## src/rtl/wb_arbiter.sv

```systemverilog
// Two-master Wishbone arbiter with a round-robin tie-break and a non-preemptive grant.
// Define WB_ARB_TIMEOUT_EN to add the stalled-transfer watchdog and the ERR state.
module wb_arbiter #(
    parameter int unsigned ADDR_WIDTH     = 32,
    parameter int unsigned DATA_WIDTH     = 32,
    parameter int unsigned TIMEOUT_CYCLES = 64
) (
    input  logic                    clk_i,
    input  logic                    rst_i,

    input  logic                    m0_cyc_i,
    input  logic                    m0_stb_i,
    input  logic                    m0_we_i,
    input  logic [ADDR_WIDTH-1:0]   m0_adr_i,
    input  logic [DATA_WIDTH-1:0]   m0_dat_i,
    input  logic [DATA_WIDTH/8-1:0] m0_sel_i,
    output logic [DATA_WIDTH-1:0]   m0_dat_o,
    output logic                    m0_ack_o,
    output logic                    m0_err_o,

    input  logic                    m1_cyc_i,
    input  logic                    m1_stb_i,
    input  logic                    m1_we_i,
    input  logic [ADDR_WIDTH-1:0]   m1_adr_i,
    input  logic [DATA_WIDTH-1:0]   m1_dat_i,
    input  logic [DATA_WIDTH/8-1:0] m1_sel_i,
    output logic [DATA_WIDTH-1:0]   m1_dat_o,
    output logic                    m1_ack_o,
    output logic                    m1_err_o,

    output logic                    CYC_O,
    output logic                    STB_O,
    output logic                    WE_O,
    output logic [ADDR_WIDTH-1:0]   ADR_O,
    output logic [DATA_WIDTH-1:0]   DAT_O,
    output logic [DATA_WIDTH/8-1:0] SEL_O,
    input  logic [DATA_WIDTH-1:0]   DAT_I,
    input  logic                    ACK_I
);

    if (TIMEOUT_CYCLES < 1 || TIMEOUT_CYCLES > 255) begin : g_bad_timeout
        $error("TIMEOUT_CYCLES must be in 1..255");
    end

    localparam logic [1:0] IDLE = 2'd0;
    localparam logic [1:0] GNT0 = 2'd1;
    localparam logic [1:0] GNT1 = 2'd2;
`ifdef WB_ARB_TIMEOUT_EN
    localparam logic [1:0] ERR  = 2'd3;
    localparam logic [7:0] TIMEOUT_LAST = 8'(TIMEOUT_CYCLES - 1);
`endif

    logic [1:0] state_q, state_d;
    logic       last_gnt_q, last_gnt_d;

`ifdef WB_ARB_TIMEOUT_EN
    logic [7:0] wdog_q, wdog_d;
    logic       granted;
    logic       stall;
    logic       timeout_hit;
    logic       err_cyc;

    assign granted = (state_q == GNT0) || (state_q == GNT1);
    assign stall   = granted && STB_O && !ACK_I;
    // The stall now in progress is the one that reaches the limit; a same-cycle ACK wins.
    assign timeout_hit = stall && (wdog_q == TIMEOUT_LAST);
    assign err_cyc     = last_gnt_q ? m1_cyc_i : m0_cyc_i;

    always_comb begin
        wdog_d = wdog_q;
        if (!granted || ACK_I || (state_d != state_q)) begin
            wdog_d = '0;
        end else if (stall) begin
            wdog_d = wdog_q + 8'd1;
        end
    end
`endif

    always_comb begin
        state_d    = state_q;
        last_gnt_d = last_gnt_q;
        case (state_q)
            IDLE: begin
                if (m0_cyc_i && m1_cyc_i) begin
                    state_d    = last_gnt_q ? GNT0 : GNT1;
                    last_gnt_d = ~last_gnt_q;
                end else if (m0_cyc_i) begin
                    state_d    = GNT0;
                    last_gnt_d = 1'b0;
                end else if (m1_cyc_i) begin
                    state_d    = GNT1;
                    last_gnt_d = 1'b1;
                end
            end
            GNT0: begin
                if (!m0_cyc_i) begin
                    state_d = IDLE;
`ifdef WB_ARB_TIMEOUT_EN
                end else if (timeout_hit) begin
                    state_d = ERR;
`endif
                end
            end
            GNT1: begin
                if (!m1_cyc_i) begin
                    state_d = IDLE;
`ifdef WB_ARB_TIMEOUT_EN
                end else if (timeout_hit) begin
                    state_d = ERR;
`endif
                end
            end
`ifdef WB_ARB_TIMEOUT_EN
            ERR: begin
                if (!err_cyc) begin
                    state_d = IDLE;
                end
            end
`endif
            default: state_d = IDLE;
        endcase
    end

    always_ff @(posedge clk_i) begin
        if (rst_i) begin
            state_q    <= IDLE;
            last_gnt_q <= 1'b1;
`ifdef WB_ARB_TIMEOUT_EN
            wdog_q     <= '0;
`endif
        end else begin
            state_q    <= state_d;
            last_gnt_q <= last_gnt_d;
`ifdef WB_ARB_TIMEOUT_EN
            wdog_q     <= wdog_d;
`endif
        end
    end

    // Slave bus and responses follow the granted master combinationally.
    always_comb begin
        CYC_O    = 1'b0;
        STB_O    = 1'b0;
        WE_O     = 1'b0;
        ADR_O    = '0;
        DAT_O    = '0;
        SEL_O    = '0;
        m0_dat_o = '0;
        m0_ack_o = 1'b0;
        m1_dat_o = '0;
        m1_ack_o = 1'b0;
        case (state_q)
            GNT0: begin
                CYC_O    = m0_cyc_i;
                STB_O    = m0_stb_i & m0_cyc_i;
                WE_O     = m0_we_i;
                ADR_O    = m0_adr_i;
                DAT_O    = m0_dat_i;
                SEL_O    = m0_sel_i;
                m0_dat_o = DAT_I;
                m0_ack_o = ACK_I;
            end
            GNT1: begin
                CYC_O    = m1_cyc_i;
                STB_O    = m1_stb_i & m1_cyc_i;
                WE_O     = m1_we_i;
                ADR_O    = m1_adr_i;
                DAT_O    = m1_dat_i;
                SEL_O    = m1_sel_i;
                m1_dat_o = DAT_I;
                m1_ack_o = ACK_I;
            end
            default: ;
        endcase
    end

`ifdef WB_ARB_TIMEOUT_EN
    assign m0_err_o = (state_q == ERR) && !last_gnt_q;
    assign m1_err_o = (state_q == ERR) &&  last_gnt_q;
`else
    assign m0_err_o = 1'b0;
    assign m1_err_o = 1'b0;
`endif

endmodule
```

## config.mk

```make
export PLATFORM = sky130hd
export DESIGN_NAME = wb_arbiter
export DESIGN_NICKNAME = d
export VERILOG_FILES = /design/src/rtl/wb_arbiter.sv
export SDC_FILE = /design/constraint.sdc
export NUM_CORES = 1
export LEC_CHECK = 0
export CORE_AREA = 2 2 122 124
export CTS_BUF_LIST = sky130_fd_sc_hd__clkbuf_8
export CTS_CLUSTER_DIAMETER = 200
export DETAILED_ROUTE_END_ITERATION = 10
export DIE_AREA = 0 0 124 126
export PLACE_DENSITY = 0.54
export SLEW_MARGIN = 20
export SYNTH_ARGS = -nofsm -noshare
export SYNTH_HDL_FRONTEND = slang
export SYNTH_SLANG_ARGS = --single-unit
```

## constraint.sdc

```tcl
create_clock -name clk_i -period 1.3 [get_ports clk_i]
set_input_delay 0.26 -clock clk_i [delete_from_list [all_inputs] [get_ports clk_i]]
set_output_delay 0.26 -clock clk_i [all_outputs]
set_load 0.01 [all_outputs]
```

==> out/summary.json, run 1 <==
{
  "outcome": "complete, but fails checks",
  "violations": "negative setup slack",
  "top_level_ports": 316,
  "final_layout_size_suffix_gt1_frac": 0.6899,
  "worst-r2r-cell-count": 7,
  "startpoint_type": "flip-flop",
  "post-synth-top-count-cell": "sky130_fd_sc_hd__nor2b_1",
  "synth-warning-count": 0,
  "grt.total_usage": 0.1686,
  "core_sq_mm": 0.01431,
  "post_synth_inst_count": 262,
  "synth_top_cells_by_area": "sky130_fd_sc_hd__a22oi_1, sky130_fd_sc_hd__nor2b_1, sky130_fd_sc_hd__and2_1",
  "place_hpwl_mm": 9.963,
  "floorplan.die_area_sq_mm": 0.01562,
  "cp_cell_sequence": "buf_6 -> ha_4 -> buf_12 -> buf_8 -> buf_12 -> a22oi_2 -> nor2b_2 -> buf_2",
  "finalCritPeriodShare": 1.441,
  "dpl-instance-area_sq_mm": 0.005848,
  "synthDominantCellAreaShare": 0.2390,
  "timing.critical_path.mode_cell": "sky130_fd_sc_hd__buf_12",
  "vias_in_the_first_global_route": 3683,
  "setup_viol_count_final": 139,
  "grtUsageMet2": 0.3316,
  "tritoncts": "yes",
  "worstHoldPathCells": 2,
  "synthesis.area_sq_mm": 0.001853,
  "grt_busiest_layer": "met2",
  "viasPerCell": 4.235,
  "worst-setup-path-type": "reg -> out",
  "routed_wirelength_mm": 14.37,
  "finish.utilization": 0.4608,
  "chipWidth_microns": 124,
  "ant_nets": 0,
  "highest_net_fanout_along_the_worst_path": 8,
  "num_clock_sinks": 3,
  "clk_transition_reported_paths_ns": 0.03,
  "floorplan.initialDensity": 0.1295,
  "final.setup.worst_slack_ns": -0.5735,
  "min_delay_worst_endpoint": "state_q[0]",
  "cts-buffers-inserted": 3,
  "rsz0062_at_grt": "true",
  "drc": 0,
  "power.static_leakage_nw": 2.662,
  "synthDominantAreaCellType": "sky130_fd_sc_hd__a22oi_1",
  "layout_filler_cell_count": 1378,
  "ys_async_sr_fraction": 0,
  "buffers_on_ports": 313,
  "synth.ff_latch_count": 3,
  "vias": 3388,
  "grt_pass1_wl_mm": 20.33,
  "crit_path_top_delay_cell": "sky130_fd_sc_hd__dfxtp_2",
  "vdd_ir_drop_max_uv": 365.1,
  "timing.max_cap.violations": 0,
  "number_of_inserted_diodes": 0,
  "synth_top_cells_by_count": "sky130_fd_sc_hd__nor2b_1, sky130_fd_sc_hd__and2_1, sky130_fd_sc_hd__a22oi_1, sky130_fd_sc_hd__buf_2, sky130_fd_sc_hd__a22oi_2",
  "clk-insertion-delay-late_ns": 0.22,
  "synth_edf_count": 0,
  "critical_path.max_stage_delay_ns": 0.33,
  "met1_usage": 0.1903,
  "drt-wirelength-per-cell_microns": 17.96,
  "power_mw": 3.891,
  "final.setup_skew_ns": 0.002344,
  "reg2reg_from": "state_q[0]",
  "min_path_type": "reg -> reg",
  "grtUsageMet3": 0.03397,
  "chipHeight_microns": 126,
  "hold_path.startpoint": "state_q[0]",
  "synthToLayoutAreaGrowth_pct": 256.0,
  "worst-endpoint-arrival_ns": 1.61,
  "filler_free_cell_count_of_the_finished_design": 800,
  "core.rowCount": 44,
  "setup.reg_to_reg.worst_slack_ns": -0.19,
  "final_max_slew_viol_count": 0,
  "finalWorstPathRequiredPeriod_ns": 1.874,
  "reg2reg_to": "state_q[1]",
  "pwr_density_cell_mw_per_mm2": 589.9,
  "worstSetupEndpointType": "output port",
  "clock_path_buffers": 2,
  "design_area_sq_mm": 0.006596,
  "critical_path_required_ns": 1.04,
  "detail_route.iter0.violations": 59,
  "syn-mean-instance-area_sq_um": 7.073,
  "grt_max_degree": 27,
  "h-tree-depth": 1,
  "globalRoute.totalOverflow": 0,
  "firstDrtPassIters": 4,
  "placed_cells": 750,
  "yosysSeqAreaShare": 0.03241,
  "finalHoldViolCount": 0,
  "initial_antenna_violation_count": 0,
  "peak_clock_frequency_supported_by_timing_mhz": 533.8,
  "place_congestion": 0.7655,
  "netlist-cell-type-count": 23,
  "dominantRegCellSynth": "sky130_fd_sc_hd__dfxtp_1",
  "num-nets-final": 797,
  "cts-root-buf": "sky130_fd_sc_hd__clkbuf_8"
}
[cell families after synthesis]
kind of cell             count (synthesis)  synth area share
other                                    1          0.002024
adder cells (fa/ha/maj)                  3           0.02026
buffers and inverters                   35            0.1209
AND/OR/NAND/NOR                        143            0.4828
flip-flops                               3           0.03241
AO/OA/AOI/OAI                           77            0.3417
[cells in the final DEF (no fill, tap or decap), types with 2 or more instances in the layout]
master and count:
sky130_fd_sc_hd__clkdlybuf4s50_1 176, sky130_fd_sc_hd__buf_2 81, sky130_fd_sc_hd__buf_6 72, sky130_fd_sc_hd__a22oi_2 70, sky130_fd_sc_hd__nor2b_2 68, sky130_fd_sc_hd__and2_4 62, sky130_fd_sc_hd__buf_12 16, sky130_fd_sc_hd__buf_16 12
sky130_fd_sc_hd__buf_4 10, sky130_fd_sc_hd__buf_8 7, sky130_fd_sc_hd__and2_1 4, sky130_fd_sc_hd__clkbuf_16 4, sky130_fd_sc_hd__ha_4 3, sky130_fd_sc_hd__clkbuf_8 3, sky130_fd_sc_hd__clkdlybuf4s15_2 3, sky130_fd_sc_hd__nand3b_1 2
sky130_fd_sc_hd__o32ai_2 2, sky130_fd_sc_hd__conb_1 2, sky130_fd_sc_hd__dfxtp_2 2
[how the worst max path moves through the flow]
stage	to	cells past startpoint	from	slack, ns
6_report	ADR_O[16]	8	state_q[0]	-0.57
3_3_place_gp	ADR_O[5]	5	state_q[0]	-0.78
3_5_place_dp	ADR_O[5]	5	state_q[0]	-0.78
2_1_floorplan	ADR_O[0]	7	state_q[1]	-0.11
4_1_cts	ADR_O[16]	8	state_q[0]	-0.59
5_1_grt	ADR_O[16]	8	state_q[0]	-0.63
[per-layer routing]
metal / part of all wire / wire length (microns) / vias to the layer above
li1: - / - / 1636
met1: 0.37 / 5303 / 1567
met2: 0.53 / 7674 / 179
met3: 0.092 / 1320 / 6
met4: 0.0049 / 70 / 0
met5: 0 / 0 / -
[timing repair]
| action | CTS | global route |
|---|---|---|
| gates resized for setup | 672 | 24 |
| pin swaps | 48 | 23 |
| hold buffers | 0 | 0 |
| buffers inserted | 30 | 8 |
| gates cloned | 17 | 4 |
| endpoints found under the hold margin | 0 | 0 |
| setup endpoints to repair | 139 | 139 |
[through the flow]
stage	worst slack (ns)	TNS, ns	hold slack [ns]
2_1_floorplan	-0.1062	-7.377	0.3666
3_3_place_gp	-0.7777	-82.39	0.5184
3_5_place_dp	-0.7846	-83.31	0.5255
4_1_cts	-0.5935	-66.91	0.5376
5_1_grt	-0.6342	-73.53	0.5739
6_report	-0.5735	-66.66	0.5495
[state kept, by name (all words and copies together) (netlist names)]
name        cells
state_q         2
last_gnt_q      1
[critical path, delay by kind of cell, from the launching register on]
kind	cells	cell delay [ns]
AOI/OAI and AO/OA	1	0.13
buffers and inverters	5	0.67
adders and majority gates	1	0.20
DFF	1	0.33
and+or+nand+nor	1	0.06
[area by class of cell]
type	instances	area, sq um	area share
tap	184	230.2	0.03490
sequential	3	62.56	0.009484
inverter	2	10.01	0.001517
clock inverter	1	3.754	0.0005690
multi-input combinational	225	2273	0.3447
timing repair buffer	382	3975	0.6026
clock buffer	3	41.29	0.006259
[power breakdown]
group          switching, mW  internal, mW
logic                   1.30          2.20
clock network         0.0722         0.202
registers             0.0103         0.106
total                   1.38          2.51
(Power assumes the default switching activity.)
==> inputs of run 2 (changes only) <==
SLEW_MARGIN = 25   (was 20)
==> results of run 2 <==
The final DEF is identical to that of run 1; final timing and power are the same.
